[config.mk]
export PLATFORM = sky130hd
export DESIGN_NAME = sal_ar_ctrl
export DESIGN_NICKNAME = d
export VERILOG_FILES = /design/src/rtl/sal_ar_ctrl_pkg.sv /design/src/rtl/sal_ar_ctrl_fifo.sv /design/src/rtl/sal_ar_ctrl.sv
export SDC_FILE = /design/constraint.sdc
export NUM_CORES = 1
export LEC_CHECK = 0
export BUFFER_PORTS_ARGS = -buffer_cell sky130_fd_sc_hd__buf_4
export CORE_MARGIN = 4
export CORE_UTILIZATION = 57
export DETAILED_ROUTE_END_ITERATION = 10
export PLACE_DENSITY = 0.91
export SYNTH_ARGS = -nofsm -noshare
export SYNTH_HDL_FRONTEND = slang
export SYNTH_SLANG_ARGS = --single-unit
[constraint.sdc]
create_clock -name clk -period 2.49 [get_ports clk]
set_input_delay 0.1245 -clock clk [delete_from_list [all_inputs] [get_ports clk]]
set_output_delay 0.1245 -clock clk [all_outputs]
set_load 0.02 [all_outputs]
[src/rtl/sal_ar_ctrl_pkg.sv]
// Shared SAL DDR read-path types and parameters.
// AXI widths, address-field widths, AXI_RESP codes, AR beat and decoded-request structs.
package sal_ar_ctrl_pkg;

  localparam int AXI_ID_WIDTH   = 4;
  localparam int AXI_ADDR_WIDTH = 32;
  localparam int AXI_LEN_WIDTH  = 4;
  localparam int COL_WIDTH      = 10;
  localparam int BA_WIDTH       = 2;
  localparam int ROW_WIDTH      = 14;

  // 16-byte data path: low address bits select a byte within a beat
  localparam int BYTE_OFS_WIDTH = 4;
  localparam int ADDR_DEC_MSB   =
    BYTE_OFS_WIDTH + COL_WIDTH + BA_WIDTH + ROW_WIDTH;

  localparam logic [1:0] AXI_RESP_OKAY   = 2'b00;
  localparam logic [1:0] AXI_RESP_EXOKAY = 2'b01;
  localparam logic [1:0] AXI_RESP_SLVERR = 2'b10;
  localparam logic [1:0] AXI_RESP_DECERR = 2'b11;

  // the controller only issues 2-beat bursts (arlen = 1)
  localparam logic [AXI_LEN_WIDTH-1:0] BURST_LEN = 1;

  typedef struct packed {
    logic [AXI_ID_WIDTH-1:0]   id;
    logic [AXI_ADDR_WIDTH-1:0] addr;
    logic [AXI_LEN_WIDTH-1:0]  len;
  } ar_beat_t;

  typedef struct packed {
    logic [BA_WIDTH-1:0]      ba;
    logic [ROW_WIDTH-1:0]     ra;
    logic [COL_WIDTH-1:0]     ca;
    logic [AXI_ID_WIDTH-1:0]  id;
    logic [AXI_LEN_WIDTH-1:0] len;
  } rd_req_t;

endpackage

[src/rtl/sal_ar_ctrl_fifo.sv]
// Small synchronous FIFO with registered full/empty and show-ahead read data.
// Ports: push/wdata, pop/rdata, full, empty; overflow and underflow requests are dropped.
module sal_ar_ctrl_fifo #(
  parameter int W         = 8,
  parameter int DEPTH_LG2 = 2
) (
  input  logic         clk,
  input  logic         rst_n,
  input  logic         push,
  input  logic [W-1:0] wdata,
  input  logic         pop,
  output logic [W-1:0] rdata,
  output logic         full,
  output logic         empty
);

  localparam int DEPTH = 1 << DEPTH_LG2;
  localparam int CW    = DEPTH_LG2 + 1;

  logic [W-1:0]           mem [DEPTH];
  logic [DEPTH_LG2-1:0]   wptr;
  logic [DEPTH_LG2-1:0]   rptr;
  logic [CW-1:0]          cnt;
  logic                   do_push;
  logic                   do_pop;

  assign full    = (cnt == CW'(DEPTH));
  assign empty   = (cnt == '0);
  assign do_push = push & ~full;
  assign do_pop  = pop & ~empty;
  assign rdata   = mem[rptr];

  always_ff @(posedge clk or negedge rst_n) begin
    if (!rst_n) begin
      wptr <= '0;
      rptr <= '0;
      cnt  <= '0;
      for (int i = 0; i < DEPTH; i++) mem[i] <= '0;
    end else begin
      if (do_push) begin
        mem[wptr] <= wdata;
        wptr      <= wptr + 1'b1;
      end
      if (do_pop) rptr <= rptr + 1'b1;
      if (do_push & ~do_pop) cnt <= cnt + 1'b1;
      else if (do_pop & ~do_push) cnt <= cnt - 1'b1;
    end
  end

endmodule

[src/rtl/sal_ar_ctrl.sv]
// AXI AR front end: queues AR beats, decodes bank/row/column, credit-throttles grants.
// Ports: AR channel in, req_* to scheduler, rd_gnt/r_done credits, outstanding, len_err.
// Optional SAL_AR_CTRL_STATS_EN adds stat_req_cnt and stat_stall_cnt.
module sal_ar_ctrl
  import sal_ar_ctrl_pkg::*;
#(
  parameter int  AR_DEPTH_LG2    = 2,
  parameter int  MAX_OUTSTANDING = 4,
  localparam int OW = $clog2(MAX_OUTSTANDING + 1)
) (
  input  logic                      clk,
  input  logic                      rst_n,
  input  logic                      arvalid,
  output logic                      arready,
  input  logic [AXI_ID_WIDTH-1:0]   arid,
  input  logic [AXI_ADDR_WIDTH-1:0] araddr,
  input  logic [AXI_LEN_WIDTH-1:0]  arlen,
  output logic                      req_valid,
  output logic [BA_WIDTH-1:0]       req_ba,
  output logic [ROW_WIDTH-1:0]      req_ra,
  output logic [COL_WIDTH-1:0]      req_ca,
  output logic [AXI_ID_WIDTH-1:0]   req_id,
  output logic [AXI_LEN_WIDTH-1:0]  req_len,
  input  logic                      rd_gnt,
  input  logic                      r_done,
  output logic [OW-1:0]             outstanding,
  output logic                      len_err
`ifdef SAL_AR_CTRL_STATS_EN
  ,
  output logic [31:0]               stat_req_cnt,
  output logic [31:0]               stat_stall_cnt
`endif
);

  ar_beat_t      wr_beat;
  ar_beat_t      head;
  rd_req_t       req;
  logic          full;
  logic          empty;
  logic          push;
  logic          init_q;
  logic          len_err_q;
  logic [OW-1:0] out_q;
  logic          room;
  logic          gnt_ok;
  logic          done_ok;
  logic          unused_addr;

  // arready stays low until the first edge after reset release
  assign arready = init_q & ~full;
  assign push    = arvalid & arready;

  assign wr_beat.id   = arid;
  assign wr_beat.addr = araddr;
  assign wr_beat.len  = arlen;

  sal_ar_ctrl_fifo #(
    .W         ($bits(ar_beat_t)),
    .DEPTH_LG2 (AR_DEPTH_LG2)
  ) u_ar_q (
    .clk   (clk),
    .rst_n (rst_n),
    .push  (push),
    .wdata (wr_beat),
    .pop   (gnt_ok),
    .rdata (head),
    .full  (full),
    .empty (empty)
  );

  assign room      = (out_q < OW'(MAX_OUTSTANDING));
  assign req_valid = ~empty & room;
  assign gnt_ok    = rd_gnt & req_valid;
  assign done_ok   = r_done & (out_q != '0);

  always_comb begin
    req = '0;
    if (!empty) begin
      req.ca  = head.addr[BYTE_OFS_WIDTH +: COL_WIDTH];
      req.ba  = head.addr[BYTE_OFS_WIDTH+COL_WIDTH +: BA_WIDTH];
      req.ra  = head.addr[BYTE_OFS_WIDTH+COL_WIDTH+BA_WIDTH +: ROW_WIDTH];
      req.id  = head.id;
      req.len = head.len;
    end
  end

  assign unused_addr = ^{head.addr[BYTE_OFS_WIDTH-1:0],
                         head.addr[AXI_ADDR_WIDTH-1:ADDR_DEC_MSB]};

  assign req_ba  = req.ba;
  assign req_ra  = req.ra;
  assign req_ca  = req.ca;
  assign req_id  = req.id;
  assign req_len = req.len;

  always_ff @(posedge clk or negedge rst_n) begin
    if (!rst_n) begin
      init_q    <= 1'b0;
      out_q     <= '0;
      len_err_q <= 1'b0;
    end else begin
      init_q <= 1'b1;
      if (gnt_ok & ~done_ok) out_q <= out_q + 1'b1;
      else if (done_ok & ~gnt_ok) out_q <= out_q - 1'b1;
      if (push && arlen != BURST_LEN) len_err_q <= 1'b1;
    end
  end

  assign outstanding = out_q;
  assign len_err     = len_err_q;

`ifdef SAL_AR_CTRL_STATS_EN
  logic [31:0] req_cnt_q;
  logic [31:0] stall_cnt_q;

  always_ff @(posedge clk or negedge rst_n) begin
    if (!rst_n) begin
      req_cnt_q   <= '0;
      stall_cnt_q <= '0;
    end else begin
      if (gnt_ok) req_cnt_q <= req_cnt_q + 1'b1;
      if (~empty && out_q == OW'(MAX_OUTSTANDING))
        stall_cnt_q <= stall_cnt_q + 1'b1;
    end
  end

  assign stat_req_cnt   = req_cnt_q;
  assign stat_stall_cnt = stall_cnt_q;
`endif

`ifndef SYNTHESIS
  always_ff @(posedge clk) begin
    if (rst_n) begin
      a_gnt: assert (!(rd_gnt && !req_valid))
        else $warning("sal_ar_ctrl: rd_gnt without req_valid ignored");
      a_done: assert (!(r_done && out_q == '0))
        else $warning("sal_ar_ctrl: r_done with nothing outstanding ignored");
    end
  end
`endif

endmodule

==> results of run 1 <==
cells by family (layout without fill, tap and decap cells):
group,after synthesis,after routing
flip-flops,148,148
buffers and inverters,28,163
adder cells (fa/ha/maj),8,8
XOR/XNOR,9,9
multiplexers,173,173
AO/OA/AOI/OAI,2,2
other,1,1
AND/OR/NAND/NOR,50,50
flip-flops by register name, summed over array words and instances (netlist names):
name and flops:
init_q 1, u_ar_q.mem 136, u_ar_q.wptr 2, outstanding 3, u_ar_q.rptr 2, u_ar_q.cnt 3, len_err 1
final timing paths:
kind | startpoint | to
max | u_ar_q.cnt[0]$_DFFE_PN0P_ | u_ar_q.cnt[1]$_DFFE_PN0P_
min | rd_gnt | u_ar_q.rptr[1]$_DFFE_PN0P_
max reg2reg | u_ar_q.cnt[0]$_DFFE_PN0P_ | u_ar_q.cnt[1]$_DFFE_PN0P_
min reg2reg | len_err$_DFFE_PN0P_ | len_err$_DFFE_PN0P_
max in group asynchronous | rst_n | u_ar_q.mem[130]$_DFFE_PN0P_
min in group asynchronous | rst_n | u_ar_q.mem[122]$_DFFE_PN0P_
power breakdown:
part,internal [mW],switching [mW],leakage [nW]
Combinational,3.21,2.46,1.67
Sequential,3.62,0.756,1.77
Clock,1.73,0.967,0.290
cells in the final DEF (no fill, tap or decap), types with 2 or more instances in the layout:
cell type,synthesis,routed
buf_12,0,4
bufinv_16,0,4
fa_1,2,2
buf_4,2,86
clkbuf_16,0,17
dfrtp_2,0,2
nor2_1,4,4
mux2_2,139,139
dfrtp_1,148,146
clkbuf_8,0,2
xnor2_1,3,3
ha_1,6,6
clkinvlp_4,0,6
nor3b_4,1,5
nor2b_1,6,6
xor2_1,6,6
and2b_1,28,28
inv_1,5,5
nand2_1,2,2
dlygate4sd3_1,0,35
mux4_2,34,34
cell type report:
| cell class | count | area share (%) |
|---|---|---|
| Tap cell | 143 | 2.09 |
| Multi-Input combinational cell | 243 | 34.4 |
| Sequential cell | 148 | 43.2 |
| Inverter | 5 | 0.219 |
| Clock buffer | 20 | 5.33 |
| Timing Repair Buffer | 126 | 12.7 |
| Clock inverter | 12 | 2.09 |
through the flow:
stage	utilization (%)	hold slack (ns)	setup slack [ns]	area [um^2]	cells
6_report	74.2	0.0670	0.146	8580	697
5_1_grt	74.2	0.101	0.0235	8580	697
4_1_cts	74.2	0.0683	0.149	8580	697
3_5_place_dp	65.6	0.185	0.169	7590	630
3_3_place_gp	65.6	0.178	0.269	7590	630
2_1_floorplan	-	-0.171	0.221	6830	419
worst max-delay path, cell delays in order, from the launching register on:
cell     delay (ns)
dfrtp_1        0.47
nor3b_4        0.49
nor2_1         0.21
ha_1           0.26
inv_1          0.09
fa_1           0.41
mux2_2         0.28
metal layers:
layer,global-route usage [%],wire length (um),vias up
met5,0,0,-
met4,7.69,213,0
met3,4.04,416,22
met2,39.4,7680,79
met1,26.8,5880,2107
li1,-,-,1763
==> run_results.csv, run 1 <==
group,metric,value,unit
place,port_buffers,78,
finish,syn_to_final_growth,25.6,%
critical_path,end_kind,"flip-flop",
power_and_ir_drop,ir_drop,0.916,mV
flow_run,cap_violations,0,
finish,num_antenna_cells,0,
critical_path,rr_worst_depth,6,
logic_synthesis,muxShareOfSynthArea,34.1,%
logic_synthesis,synth_top_area_cell,"dfrtp_1",
power_and_ir_drop,fin_total_pwr,12.7,mW
global_routing,grt_pass1_wl,24.0,mm
die,coreArea,0.0116,mm^2
global_routing,track_usage,22.0,%
clocking,cts_setup_buffers,0,
logic_synthesis,synth-seq-cells,148,
sta,slew_violations,0,
logic_synthesis,synth_area,0.00683,mm^2
drt,drtIter0Drc,208,
drt,drc,0,
clocking,htreeDepth,4,
clocking,clk_latency,0.43,ns
die,die_area,0.0138,mm^2
sta,max_slew_margin,53.6,%
clocking,ctsResizeCount,0,
finish,ff_latch_area,0.00371,mm^2
clocking,cts_tree,"built",
drt,ant_nets,0,
global_routing,grt_pass1_vias,4622,
sta,rsz0062_at_grt,"no",
hold_path,worstHoldPathCells,4,
logic_synthesis,synthAdderAreaFrac,1.69,%
sta,setup_violations,0,
place,place_congestion,0.700,
logic_synthesis,syn_inst,419,
logic_synthesis,syn_nets,472,
power_and_ir_drop,power.density,1490,mW/mm^2
logic_synthesis,synth_top_family_by_area,"multiplexers",
sta,fin_crit,2.34,ns
critical_path,crit_path_start_kind,"flip-flop",
run_status,status,"completed",
logic_synthesis,synth-compound-area-share,0.220,%
logic_synthesis,synth_edf_count,0,
finish,drive_gt1_share,55.1,%
die,placementRows,39,
sta,max_freq,427,MHz
die,start_util,59.1,%
critical_path,arrival,2.64,ns
hold_path,min_path_type,"in2reg",
critical_path,cp.required,2.78,ns
sta,tns,0,ns
clocking,cts.path.max_buffers,2,
global_routing,grt.overflow.total,0,
drt,drt_first_pass_iters,4,
critical_path,critPathMaxFanout,6,
clocking,clock_tree.root_cell,"clkbuf_16",
drt,dr_total_vias,3971,
finish,fill_cells,706,
drt,drt-total-wl,14.2,mm
logic_synthesis,synth.most_common_cell,"dfrtp_1",
clocking,clk_pin_slew,0.07,ns
global_routing,antenna_found_initial,0,
logic_synthesis,yosysTopAreaCellShare,54.2,%
global_routing,grt_max_degree,79,
die,fp.dieH,117,um
die,die_x,117,um
logic_synthesis,synth_ff_type,"dfrtp_1",
die,io_pins,85,
clocking,numCtsBuffers,17,
sta,tightest_slew,0.697,ns
logic_synthesis,synthArstFlopShare,100,%
place,dp_hpwl,8.49,mm
sta,hold_viol_final,0,
logic_synthesis,ys_types,25,
logic_synthesis,synth_area_per_cell,16.3,um^2
finish,multiInputGateArea,0.00295,mm^2
logic_synthesis,yosys.area_share.simple,5.50,%
power_and_ir_drop,power.leakage,3.74,nW
logic_synthesis,ys_seq_area_share,54.2,%
critical_path,reg2reg_slack,0.15,ns
sta,fin_worst_skew,0.0191,ns
logic_synthesis,synth_xor_area_share,1.15,%
clocking,hold_buffers,35,
drt,avgRoutedWirePerCell,20.4,um
finish,fin_nets,594,
logic_synthesis,ys.warnings.count,0,
logic_synthesis,ys_top_cells_by_count,"dfrtp_1, mux2_2, mux4_2",
logic_synthesis,synth_area_leaders,"dfrtp_1, mux2_2, mux4_2",
drt,vias_per_cell,5.70,
critical_path,crit_type,"reg2reg",
clocking,clock_sinks,148,
sta,finalCritPeriodShare,94.1,%
No activity file was read; power rests on OpenSTA's default activity.
==> run 2: changes to the inputs <==
--- a/config.mk
+++ b/config.mk
@@ -6,7 +6,6 @@
 export NUM_CORES = 1
 export LEC_CHECK = 0
 export BUFFER_PORTS_ARGS = -buffer_cell sky130_fd_sc_hd__buf_4
-export CORE_MARGIN = 4
 export CORE_UTILIZATION = 57
 export DETAILED_ROUTE_END_ITERATION = 10
 export PLACE_DENSITY = 0.91
==> run 2 against run 1 <==
The flow now finishes with violations (DRC). Register-to-register slack improved by 0.12 ns. Clock skew decreased by 0.012 ns. First-iteration DRC count decreased by 7.2%. Critical path depth decreased by 2. Hold slack improved by 0.039 ns. Via count decreased by 0.65%. Global-route usage increased by 2.0 points. Fmax increased by 2.9%. Clock power decreased by 10%. Total power decreased by 2.2%. Non-clock buffer count increased by 1. Flip-flop and latch count unchanged. Critical path type is now reg2out.
==> run_results.csv, run 2 (synthesis results as in run 1) <==
group,metric,value,unit
run_status,status,"finished, violations left",
run_status,violations,"DRC",
global_routing,grt_max_degree,76,
critical_path,reg2reg_slack,0.27,ns
sta,setup_violations,0,
critical_path,crit_chain,"buf_4 > mux4_2 > and2b_1 > buf_4",
finish,fin_nets,595,
finish,post-route-util,73.8,%
die,die_x,111,um
sta,rsz0062_at_grt,"no",
drt,drt-total-wl,13.6,mm
global_routing,grt_use_met3,5.82,%
clocking,clock_tree.root_cell,"clkbuf_16",
critical_path,r2r_end,"u_ar_q.cnt[2]$_DFFE_PN0P_",
critical_path,worstSetupStartpoint,"u_ar_q.rptr[0]$_DFFE_PN0P_",
global_routing,grt_pass1_wl,22.7,mm
critical_path,critPathMaxFanout,10,
power_and_ir_drop,power.leakage,3.73,nW
die,coreArea,0.0116,mm^2
power_and_ir_drop,power.density,1460,mW/mm^2
sta,fin_crit,2.28,ns
flow_run,cap_violations,0,
die,placementRows,39,
place,dp_slack,0.326,ns
critical_path,cp.required,2.37,ns
place,dp_hpwl,8.10,mm
critical_path,crit_type,"reg2out",
drt,drc,6,
clocking,numCtsBuffers,17,
power_and_ir_drop,fin_total_pwr,12.5,mW
drt,avgRoutedWirePerCell,19.5,um
clocking,cts.path.max_buffers,2,
drt,ant_nets,0,
global_routing,grt.overflow.total,0,
finish,final_cell_area,0.00853,mm^2
hold_path,worstHoldPathCells,4,
hold_path,min_path_type,"in2reg",
clocking,ctsResizeCount,0,
clocking,cts_tree,"built",
finish,largest_reg_flops,136,
power_and_ir_drop,ir_drop,0.978,mV
drt,drt_first_pass_iters,9,
finish,drive_gt1_share,54.8,%
die,fp.dieH,111,um
finish,layout.cells.non_filler,698,
critical_path,rr_worst_depth,8,
place,dp.cells,631,
finish,final_common_cell,"dfrtp_1",
drt,drtIter0Drc,193,
sta,hold_viol_final,0,
critical_path,arrival,2.15,ns
place,place_congestion,0.732,
clocking,htreeDepth,4,
clocking,clk_pin_slew,0.06,ns
place,post_dp_cell_area,0.00762,mm^2
die,die_area,0.0124,mm^2
global_routing,grt_util_met2,41.5,%
sta,finalCritPeriodShare,91.5,%
finish,num_antenna_cells,0,
critical_path,cpPeakStageDelay,0.59,ns
global_routing,grt_pass1_vias,4529,
critical_path,critPathMostFrequentCell,"buf_4",
drt,vias_per_cell,5.65,
drt,dr_total_vias,3945,
finish,top_register,"u_ar_q.mem",
critical_path,end_kind,"primary output",
power_and_ir_drop,switching_power,4.10,mW
critical_path,r2r-start,"u_ar_q.cnt[2]$_DFFE_PN0P_",
clocking,clk_latency,0.41,ns
global_routing,grt.busiest_layer,"met2",
power_and_ir_drop,p_comb_share,45.6,%
global_routing,met1_usage,30.0,%
power_and_ir_drop,internal-power,8.36,mW
power_and_ir_drop,power_frac_clock,19.5,%
critical_path,critical-path-slowest-cell,"dfrtp_2",
sta,tightest_slew,0.668,ns
finish,syn_to_final_growth,24.9,%
die,io_pins,85,
sta,hold-worst-slack,0.106,ns
sta,tns,0,ns
sta,fin_ws,0.212,ns
finish,layout_common_cells,"dfrtp_1, mux2_2, buf_4",
sta,fin_worst_skew,0.00694,ns
sta,max_freq,439,MHz
critical_path,crit_path_start_kind,"flip-flop",
sta,max_slew_margin,55.5,%
sta,slew_violations,0,
die,start_util,59.1,%
place,port_buffers,78,
power_and_ir_drop,p_seq_share,34.9,%
power_and_ir_drop,swShare,32.9,%
clocking,clock_sinks,148,
global_routing,antenna_found_initial,0,
global_routing,track_usage,24.0,%
critical_path,crit_end,"req_ra[9]",
==> run 2: changes by cell type in the layout (fill, tap and decap cells not counted) <==
cell | previous run | this run
buf_12 | 4 | 6
buf_4 | 86 | 85
bufinv_16 | 4 | 2
clkbuf_1 | 1 | 3
clkbuf_8 | 2 | 1
clkinv_2 | 1 | 7
clkinv_4 | 1 | 0
clkinvlp_4 | 6 | 2
==> run 2: worst min path at each step <==
stage | start | slack, ns | endpoint
floorplan | rst_n | -0.17 | init_q$_DFF_PN0_
global placement | rst_n | 0.17 | u_ar_q.mem[122]$_DFFE_PN0P_
detailed placement | rst_n | 0.18 | u_ar_q.mem[122]$_DFFE_PN0P_
CTS | rd_gnt | 0.09 | u_ar_q.rptr[1]$_DFFE_PN0P_
global route | rd_gnt | 0.1 | u_ar_q.rptr[1]$_DFFE_PN0P_
finish | rd_gnt | 0.11 | u_ar_q.rptr[1]$_DFFE_PN0P_
==> run 2: metal layers <==
metal,share of wire [%],wire [um]
met1,43,5890
met2,53,7160
met3,3.3,451
met4,0.92,125
met5,0,0
==> run 2: repair_timing <==
item / 4_1_cts / 5_1_grt
hold buffers: 35 / 0
hold endpoints to repair: 206 / 0
setup buffers: 0 / 0
==> run 2: cell type report <==
class                      count  area (um^2)
timing repair buffer         127         1120
fill                         702         3030
sequential                   148         3710
multi-input combinational    243         2950
inverter                       5         18.8
clock buffer                  21          450
clock inverter                11          110
tap                          143          179
==> run 2: power groups by stage <==
stage / Sequential (mW) / Clock (mW) / Combinational, mW
2_1_floorplan: 4.10 / 0 / 4.00
3_5_place_dp: 4.37 / 0 / 5.64
6_report: 4.35 / 2.42 / 5.69
4_1_cts: 4.35 / 2.46 / 5.74
3_3_place_gp: 4.25 / 0 / 5.48
5_1_grt: 4.51 / 2.56 / 6.07
==> run 2: critical path: cells and delay by family (launching register included) <==
| family | cells | cell delay, ns |
|---|---|---|
| and+or+nand+nor | 1 | 0.18 |
| DFF | 1 | 0.59 |
| muxes | 1 | 0.52 |
| buffers and inverters | 2 | 0.43 |
==> run 3: changes to the inputs <==
--- a/config.mk
+++ b/config.mk
@@ -6,9 +6,10 @@
 export NUM_CORES = 1
 export LEC_CHECK = 0
 export BUFFER_PORTS_ARGS = -buffer_cell sky130_fd_sc_hd__buf_4
-export CORE_UTILIZATION = 57
+export CORE_UTILIZATION = 50
+export CTS_BUF_LIST = sky130_fd_sc_hd__clkbuf_4
 export DETAILED_ROUTE_END_ITERATION = 10
-export PLACE_DENSITY = 0.91
+export PLACE_DENSITY = 0.82
 export SYNTH_ARGS = -nofsm -noshare
 export SYNTH_HDL_FRONTEND = slang
 export SYNTH_SLANG_ARGS = --single-unit
==> run 3 against run 2 <==
The flow now finishes without violations. Critical path type unchanged. Final area down 2.6%. Wire length down 1.0%. Sequential share of layout area grew 1.2 points. Register-to-register slack better by 0.04 ns. Sequential power hardly changed. Total power shrank 7.6%. Via count is 0.84% higher. Core utilization down 11 points. Combinational power decreased by 1%. Largest cell class unchanged. Flip-flop and latch count did not move. Hold slack lost 0.064 ns. Setup slack lost 0.069 ns.
==> run_results.csv, run 3 (synthesis results as in run 1) <==
group,metric,value,unit
finish,top_register,"u_ar_q.mem",
power_and_ir_drop,power.density,1390,mW/mm^2
sta,tns,0,ns
critical_path,critical-path-slowest-cell,"dfrtp_4",
finish,layout_common_cells,"dfrtp_1, mux2_2, buf_4",
power_and_ir_drop,switching_power,3.96,mW
die,placementRows,42,
finish,drive_gt1_share,55.4,%
clocking,clock_tree.root_cell,"clkbuf_4",
critical_path,crit_type,"reg2out",
clocking,htreeDepth,4,
sta,max_slew_margin,63.0,%
sta,finalCritPeriodShare,94.3,%
place,dp_hpwl,8.66,mm
finish,ff_latch_area,0.00371,mm^2
drt,avgRoutedWirePerCell,18.3,um
finish,num_antenna_cells,0,
critical_path,critical_path.top_delay_family,"flip-flops",
drt,ant_nets,0,
sta,slew_violations,0,
critical_path,cpPeakStageDelay,0.58,ns
die,io_pins,85,
power_and_ir_drop,power_frac_clock,13.4,%
finish,syn_to_final_growth,21.7,%
global_routing,grt.overflow.total,0,
run_status,status,"completed",
global_routing,grt_util_met2,34.5,%
place,dp.cells,668,
power_and_ir_drop,p_comb_share,48.8,%
hold_path,min_path_type,"in2reg",
finish,layout.cells.non_filler,736,
global_routing,grt.busiest_layer,"met2",
critical_path,critPathMostFrequentCell,"buf_4",
place,place_congestion,0.697,
place,port_buffers,78,
die,die_area,0.0141,mm^2
sta,rsz0062_at_grt,"no",
die,fp.dieH,119,um
critical_path,arrival,2.22,ns
finish,largest_reg_flops,136,
finish,fin_nets,600,
global_routing,antenna_found_initial,0,
critical_path,end_kind,"primary output",
die,start_util,51.4,%
power_and_ir_drop,power.leakage,3.63,nW
sta,setup_violations,0,
sta,tightest_slew,0.555,ns
die,die_x,119,um
drt,vias_per_cell,5.40,
global_routing,track_usage,21.1,%
critical_path,worst-path-buf-inv,2,
flow_run,cap_violations,0,
die,coreArea,0.0133,mm^2
clocking,cts_setup_buffers,0,
clocking,cts.path.max_buffers,2,
power_and_ir_drop,ir_drop,0.839,mV
sta,fin_worst_skew,0.0193,ns
global_routing,grt_use_met3,5.60,%
global_routing,met1_usage,28.5,%
drt,dr_total_vias,3978,
finish,fill_cells,968,
drt,drt-total-wl,13.5,mm
power_and_ir_drop,internal-power,7.56,mW
finish,post-route-util,62.5,%
place,post_dp_cell_area,0.00766,mm^2
sta,fin_crit,2.35,ns
global_routing,grt_pass1_wl,22.9,mm
finish,final_cell_area,0.00832,mm^2
global_routing,grt_pass1_vias,4454,
critical_path,critPathMaxFanout,9,
power_and_ir_drop,swShare,34.4,%
drt,drt_first_pass_iters,4,
drt,drc,0,
global_routing,grt_max_degree,63,
critical_path,cp.required,2.37,ns
power_and_ir_drop,p_seq_share,37.8,%
finish,multiInputGateArea,0.00295,mm^2
critical_path,crit_chain,"buf_4 > mux4_2 > and2b_1 > buf_4",
sta,max_freq,426,MHz
clocking,numCtsBuffers,17,
critical_path,crit_path_start_kind,"flip-flop",
clocking,clk_pin_slew,0.11,ns
clocking,clk_latency,0.53,ns
finish,final_common_cell,"dfrtp_1",
clocking,cts_tree,"built",
sta,hold_viol_final,0,
clocking,clock_sinks,148,
drt,drtIter0Drc,151,
run 3: changes by cell type in the layout (fill, tap and decap cells not counted), moves of 2 or more:
cell,before,now
buf_12,6,3
clkinv_2,7,4
clkbuf_1,3,0
clkinvlp_4,2,4
buf_4,85,92
clkbuf_4,0,18
clkbuf_16,17,0
run 3: stage by stage:
stage | worst slack, ns | total power, mW | hold slack, ns
after CTS | 0.00125 | 11.6 | 0.00145
final | 0.143 | 11.5 | 0.0421
after floorplan | 0.221 | 8.10 | -0.171
after global placement | 0.400 | 9.77 | 0.127
after detailed placement | 0.301 | 10.1 | 0.143
after global routing | 0.00649 | 12.2 | 0.00747
run 3: cell type report:
class	instances	share of cell area, %
tap	176	2.65
multi-input combinational	243	35.5
inverter	5	0.226
clock inverter	14	1.94
timing repair buffer	132	13.5
clock buffer	18	1.63
sequential	148	44.6
run 3: power groups by stage:
stage / clock network [mW] / registers (mW) / logic, mW
global route: 1.69 / 4.54 / 6.02
CTS: 1.58 / 4.36 / 5.70
detailed placement: 0 / 4.42 / 5.64
floorplan: 0 / 4.10 / 4.00
finish: 1.54 / 4.36 / 5.62
global placement: 0 / 4.29 / 5.48
run 3: what timing repair did:
action,in CTS,in global routing
setup endpoints to repair,0,8
endpoints found under the hold margin,198,0
hold buffers,36,0
resized for setup,0,1
run 3: layer usage:
layer / wire (um) / up-vias / share of wire, %
li1: - / 1774 / -
met1: 6100 / 2120 / 45
met2: 6770 / 78 / 50
met3: 528 / 6 / 3.9
met4: 78 / 0 / 0.58
met5: 0 / - / 0
run 3: final timing paths:
kind | endpoint | slack (ns) | startpoint | cells after the start
max | req_len[1] | 0.14 | u_ar_q.rptr[0]$_DFFE_PN0P_ | 4
min | outstanding[0]$_DFFE_PN0P_ | 0.04 | r_done | 4
max reg2reg | outstanding[2]$_DFFE_PN0P_ | 0.31 | u_ar_q.cnt[0]$_DFFE_PN0P_ | 8
min reg2reg | len_err$_DFFE_PN0P_ | 0.47 | len_err$_DFFE_PN0P_ | 1
max in group asynchronous | u_ar_q.rptr[0]$_DFFE_PN0P_ | 1.53 | rst_n | 3
min in group asynchronous | u_ar_q.mem[118]$_DFFE_PN0P_ | 0.11 | rst_n | 2
run 3: worst min-delay path, stage by stage:
cell,delay (ns)
buf_4,0.11
o31ai_1,0.05
ha_1,0.18
xnor2_1,0.07
